$ cat src/rtl/alu_pkg.sv
// alu_pkg: shared types and width helpers for the pipelined add/subtract unit.
package alu_pkg;

  typedef enum logic {
    OP_ADD = 1'b0,
    OP_SUB = 1'b1
  } addsub_op_e;

  // Result flags, MSB first: {carry, ovf, zero, neg}
  typedef struct packed {
    logic carry;
    logic ovf;
    logic zero;
    logic neg;
  } addsub_flags_t;

  localparam int ADDSUB_N_DEFAULT      = 8;
  localparam int ADDSUB_STAGES_DEFAULT = 2;

  // Width of one carry-chain chunk; N must be a multiple of STAGES.
  function automatic int chunk_width(input int n, input int stages);
    return n / stages;
  endfunction

  // Operand bits still waiting to be added when stage k starts.
  function automatic int rem_width(input int n, input int w, input int k);
    return n - k * w;
  endfunction

endpackage

$ cat src/rtl/addsub_slice.sv
// addsub_slice: combinational W-bit ripple-carry adder for one pipeline chunk.
// For subtraction the caller pre-inverts b and drives cin high.
module addsub_slice #(
  parameter int W = 4
) (
  input  logic [W-1:0] a,
  input  logic [W-1:0] b,
  input  logic         cin,
  output logic [W-1:0] sum,
  output logic         cout,
  output logic         c_msb_in
);

  logic carry;

  // Ripple the carry through the chunk, tapping the carry that enters the top bit.
  always_comb begin
    carry    = cin;
    sum      = '0;
    c_msb_in = cin;
    for (int i = 0; i < W; i++) begin
      if (i == W - 1) begin
        c_msb_in = carry;
      end
      sum[i] = a[i] ^ b[i] ^ carry;
      carry  = (a[i] & b[i]) | (carry & (a[i] ^ b[i]));
    end
    cout = carry;
  end

endmodule

$ cat src/rtl/addsub_pipe.sv
// addsub_pipe: pipelined N-bit add/subtract with valid/ready handshake and flags.
// The carry chain is cut into STAGES chunks of W = N/STAGES bits; stage k adds
// chunk k with the carry registered by stage k-1 while the remaining operand
// chunks and the finished low sum chunks ride along in skew registers.
// Build option: ADDSUB_SAT_EN clamps the result to signed max/min on overflow.
module addsub_pipe
  import alu_pkg::*;
#(
  parameter int N      = ADDSUB_N_DEFAULT,
  parameter int STAGES = ADDSUB_STAGES_DEFAULT
) (
  input  logic         clk_i,
  input  logic         rst_i,
  input  logic         in_valid_i,
  output logic         in_ready_o,
  input  logic         op_i,
  input  logic [N-1:0] a_i,
  input  logic [N-1:0] b_i,
  output logic         out_valid_o,
  input  logic         out_ready_i,
  output logic [N-1:0] res_o,
  output logic [3:0]   flags_o
);

  localparam int W = chunk_width(N, STAGES);

  logic          stall;
  logic          is_sub;
  logic [N-1:0]  b_eff;
  logic          out_valid_reg;
  logic [N-1:0]  res_reg;
  addsub_flags_t flags_reg;

  // A full output register that downstream refuses freezes the whole pipe.
  assign stall  = out_valid_reg & ~out_ready_i;
  assign is_sub = (addsub_op_e'(op_i) == OP_SUB);
  assign b_eff  = b_i ^ {N{is_sub}};

  assign in_ready_o  = ~stall;
  assign out_valid_o = out_valid_reg;
  assign res_o       = res_reg;
  assign flags_o     = flags_reg;

  genvar gi;
  for (gi = 0; gi < STAGES; gi++) begin : stage_g
    localparam int REM = rem_width(N, W, gi);

    logic               v_in;
    logic               sub_in;
    logic               cin;
    logic [REM-1:0]     a_src;
    logic [REM-1:0]     b_src;
    logic [(gi+1)*W-1:0] sum_acc;
    logic [W-1:0]       s;
    logic               cout;
    logic               c_msb;

    addsub_slice #(.W(W)) slice_u (
      .a        (a_src[W-1:0]),
      .b        (b_src[W-1:0]),
      .cin      (cin),
      .sum      (s),
      .cout     (cout),
      .c_msb_in (c_msb)
    );

    if (gi == 0) begin : src_g
      assign v_in    = in_valid_i;
      assign sub_in  = is_sub;
      assign cin     = is_sub;
      assign a_src   = a_i;
      assign b_src   = b_eff;
      assign sum_acc = s;
    end else begin : src_g
      assign v_in    = stage_g[gi-1].mid_g.valid_reg;
      assign sub_in  = stage_g[gi-1].mid_g.sub_reg;
      assign cin     = stage_g[gi-1].mid_g.carry_reg;
      assign a_src   = stage_g[gi-1].mid_g.a_up_reg;
      assign b_src   = stage_g[gi-1].mid_g.b_up_reg;
      assign sum_acc = {s, stage_g[gi-1].mid_g.sum_reg};
    end

    if (gi < STAGES - 1) begin : mid_g
      logic                valid_reg;
      logic                sub_reg;
      logic                carry_reg;
      logic [(gi+1)*W-1:0] sum_reg;
      logic [REM-W-1:0]    a_up_reg;
      logic [REM-W-1:0]    b_up_reg;
      logic                c_msb_unused;

      // Only the last chunk's MSB carry matters for overflow.
      assign c_msb_unused = c_msb;

      // Hand this chunk's carry, partial sum and untouched operand chunks to the next stage.
      always_ff @(posedge clk_i or posedge rst_i) begin
        if (rst_i) begin
          valid_reg <= 1'b0;
          sub_reg   <= 1'b0;
          carry_reg <= 1'b0;
          sum_reg   <= '0;
          a_up_reg  <= '0;
          b_up_reg  <= '0;
        end else if (!stall) begin
          valid_reg <= v_in;
          if (v_in) begin
            sub_reg   <= sub_in;
            carry_reg <= cout;
            sum_reg   <= sum_acc;
            a_up_reg  <= a_src[REM-1:W];
            b_up_reg  <= b_src[REM-1:W];
          end
        end
      end
    end else begin : fin_g
      logic          ovf;
      logic          neg;
      logic [N-1:0]  res_next;
      addsub_flags_t flags_next;

      assign ovf = cout ^ c_msb;
      assign neg = sum_acc[N-1] ^ ovf;

      // Form the final result (optionally clamped) and its flags.
      always_comb begin
        res_next         = sum_acc;
        flags_next       = '0;
        flags_next.carry = sub_in ? ~cout : cout;
        flags_next.ovf   = ovf;
        flags_next.neg   = neg;
`ifdef ADDSUB_SAT_EN
        if (ovf) begin
          res_next = neg ? {1'b1, {(N-1){1'b0}}} : {1'b0, {(N-1){1'b1}}};
        end
`endif
        flags_next.zero = (res_next == '0);
      end

      // Output register: loads a new result whenever the pipe advances.
      always_ff @(posedge clk_i or posedge rst_i) begin
        if (rst_i) begin
          out_valid_reg <= 1'b0;
          res_reg       <= '0;
          flags_reg     <= '0;
        end else if (!stall) begin
          out_valid_reg <= v_in;
          if (v_in) begin
            res_reg   <= res_next;
            flags_reg <= flags_next;
          end
        end
      end
    end
  end

endmodule
$ cat config.mk
export PLATFORM = sky130hd
export DESIGN_NAME = addsub_pipe
export DESIGN_NICKNAME = d
export VERILOG_FILES = /design/src/rtl/alu_pkg.sv /design/src/rtl/addsub_slice.sv /design/src/rtl/addsub_pipe.sv
export SDC_FILE = /design/constraint.sdc
export NUM_CORES = 1
export LEC_CHECK = 0
export BUFFER_PORTS_ARGS = -buffer_cell sky130_fd_sc_hd__buf_2
export CORE_ASPECT_RATIO = 1.2
export CORE_MARGIN = 4
export CORE_UTILIZATION = 52
export CTS_BUF_LIST = sky130_fd_sc_hd__clkbuf_16
export DETAILED_ROUTE_END_ITERATION = 8
export PLACE_DENSITY = 0.85
export RECOVER_POWER = 25
export SYNTH_ARGS = -nofsm -noshare
export SYNTH_HDL_FRONTEND = slang
export SYNTH_SLANG_ARGS = --single-unit
$ cat constraint.sdc
create_clock -name clk_i -period 3.4 [get_ports clk_i]
set_input_delay 0.68 -clock clk_i [delete_from_list [all_inputs] [get_ports clk_i]]
set_output_delay 0.68 -clock clk_i [all_outputs]
set_load 0.05 [all_outputs]
==> flow_summary.yaml <==
worst_setup_path:
  critPathMostFrequentCell: "fa_1"
  cp.required_ns: 3.55
  crit_arrival_ns: 2.93
  ff2ff_setup_slack_ns: 0.62
  rr_worst_depth: 9
  reg2reg_from: "stage_g[0].mid_g.carry_reg"
  critPathSlowestCell: "fa_1"
  crit_type: "flip-flop to flip-flop"
  end_kind: "flip-flop"
  path_cells: "inv_1 > fa_1 > inv_1 > fa_1 > fa_1 > fa_1 > nor4_1 > and4b_1 > mux2_4"
  critPathLaunch: "stage_g[0].mid_g.carry_reg"
  path_max_fanout: 3
  worstSetupEndpoint: "flags_o[1]"
  cpPeakStageDelay_ns: 0.55
  worst_setup_path_start_kind: "flip-flop"
  r2r-end: "flags_o[1]"
timing:
  tns_ns: 0
  fin_crit_ns: 2.78
  worst_slew_pin_slew_ns: 0.995
  fin_crit_sh: 0.819
  hold_viol_final: 0
  slew_headroom: 0.336
  maxClockFrequency_mhz: 359
  setup_viol: 0
  slew_violations: 0
  fin_skew_ns: 0.00400
  rsz0062_at_grt: "false"
  finalWorstSetupSlack_ns: 0.615
power:
  leakagePower_nw: 0.840
  vdd_ir_drop_max_mv: 0.497
  p_sw_uw: 576
  power_frac_seq: 0.367
  pwr-share-comb: 0.445
  p_int_uw: 814
  swShare: 0.414
  p_per_area_nw_per_um2: 840
  clkPwrFrac: 0.187
floorplanning:
  die_w_um: 56.7
  dieHeight_um: 66.5
  initial_core_util: 0.564
  die_area_um2: 3770
  rows: 20
  io-pin-count: 35
  core_area_um2: 2630
cells_and_area:
  syn_to_final_growth_pct: 11.6
  fillers: 221
  largest_reg_flops: 8
  drive_gt1_frac: 0.383
  stdcell_area_um2: 1660
  final_nets: 163
  diodes: 0
  layout.area.seq_um2: 701
  final_cells: 166
  multi_input_area_um2: 616
cts:
  cts-root-buf: "clkbuf_16"
  hold_buffers: 0
  insertion_delay_ns: 0.26
  cts_buffers: 3
  clk_path_buf_depth: 2
  cts_tree: "built"
  post-cts-setup-buffers: 0
  htreeDepth: 1
  ctsResizeCount: 0
  clk_pin_slew_ns: 0.07
  cts.sinks: 28
detailed_routing:
  drc_errors: 0
  vias: 825
  drtAntennaViolNets: 0
  avgViaCountPerCell: 4.97
  first_iter_violations: 7
  first_pass_iters: 3
  avgRoutedWirePerCell_um: 14.7
  routed_wl_mm: 2.44
flow_run:
  drv_cap: 0
synth:
  synth_cell_type_count: 21
  syn_area_um2: 1480
  synth_warnings: 0
  yosys.area_share.xor_xnor: 0.0591
  ys_ff_latch: 28
  synth_adder_area_share: 0.108
  synthCells: 99
  synthSimpleGateAreaFrac: 0.0464
  synth_compound_area_frac: 0.0110
  seq_area_frac_synth: 0.473
  synth_mux_area_frac: 0.232
  synth.avg_cell_area_um2: 15.0
  synth_nets: 128
  synth_top_family_by_area: "multiplexers"
grt:
  grt_pass1_wl_mm: 4.30
  grtUsageTotal: 0.150
  grt_antenna_before_repair: 0
  overflow: 0
  grt_max_degree: 29
  grt_pass1_vias: 906
placement:
  place_congestion: 0.754
  pre_cts_slack_ns: 0.669
  io_buffers: 34
  dp_cells: 162
  dpl.hpwl_mm: 1.88
  dpl_cell_area_um2: 1640
worst_hold_path:
  hold_path.class: "flip-flop to flip-flop"
  hp-start: "res_o[3]"
status:
  status: "finished, final reports clean"
## layout make-up
| cell class | instances | share of cell area |
|---|---|---|
| inverters | 13 | 0.0295 |
| clock inverters | 1 | 0.00227 |
| flip-flops and latches | 28 | 0.423 |
| clock buffers | 3 | 0.0454 |
| well taps | 33 | 0.0249 |
| multi-input cells | 54 | 0.372 |
| repair buffers | 34 | 0.103 |
## cell usage after synthesis, drive strengths merged
cell type  instances  share of area
dfrtp             28           0.47
nand2              3          0.024
inv               13          0.033
xnor2              3          0.018
nand2b             1         0.0093
nor2               1         0.0025
nor4               1         0.0042
xor2               7          0.041
and4b              1         0.0068
mux2              22           0.21
fa                 8           0.11
mux2i              4          0.027
o21ai              1         0.0034
a31oi              1         0.0042
buf                4          0.038
a21oi              1         0.0034
## cells by family (layout without fill, tap and decap cells)
group	count (synthesis)	count (layout)
buffers and inverters	17	51
DFF	28	28
xor gates and xnor gates	10	10
and+or+nand+nor	7	7
adders and majority gates	8	8
AOI/OAI and AO/OA	3	3
muxes	26	26
## per-stage QoR
stage	util	hold WS, ns	total power [mW]
floorplan	-	0.479	1.03
detailed placement	0.623	0.493	1.18
global route	0.630	0.516	1.47
finish	0.630	0.492	1.39
global placement	0.623	0.491	1.15
CTS	0.653	0.511	1.45
## worst min path at each step
stage / end / slack (ns) / depth (start not counted)
6_report: res_o[3] / 0.49 / 1
2_1_floorplan: stage_g[0].mid_g.a_up_reg[0] / 0.48 / 1
3_5_place_dp: res_o[3] / 0.49 / 1
3_3_place_gp: stage_g[0].mid_g.carry_reg / 0.49 / 1
4_1_cts: res_o[3] / 0.51 / 1
5_1_grt: flags_o[3] / 0.52 / 1
## power groups by stage
stage,Clock (mW),Sequential [mW],Combinational (mW)
finish,0.261,0.511,0.619
global route,0.279,0.526,0.663
CTS,0.265,0.516,0.664
detailed placement,0,0.522,0.656
global placement,0,0.515,0.631
floorplan,0,0.748,0.286
## worst max-delay path: cells and delay by family (launching register included)
family / cells / cell delay, ns
fa+ha+maj: 4 / 1.60
flops: 1 / 0.38
simple gates: 2 / 0.26
mux: 1 / 0.26
buf+inv: 2 / 0.16
## layer usage
metal | global-route usage | share of wire | up-vias
li1 | - | - | 387
met1 | 0.172 | 0.39 | 416
met2 | 0.276 | 0.55 | 20
met3 | 0.0310 | 0.054 | 2
met4 | 0.0522 | 0.0074 | 0
met5 | 0 | 0 | -
## placed cells by master (no fill, tap or decap)
cell,count
mux2_2,7
nand2_1,3
inv_1,13
xnor2_1,3
mux2i_1,4
xor2_1,7
mux2_1,8
o21ai_0,1
and4b_1,1
fa_1,8
a31oi_1,1
dfrtp_1,28
nor2_1,1
buf_2,34
clkinv_1,1
nand2b_1,1
clkbuf_16,3
nor4_1,1
mux2_4,7
a21oi_1,1
Power figures use the tool's default switching activity.
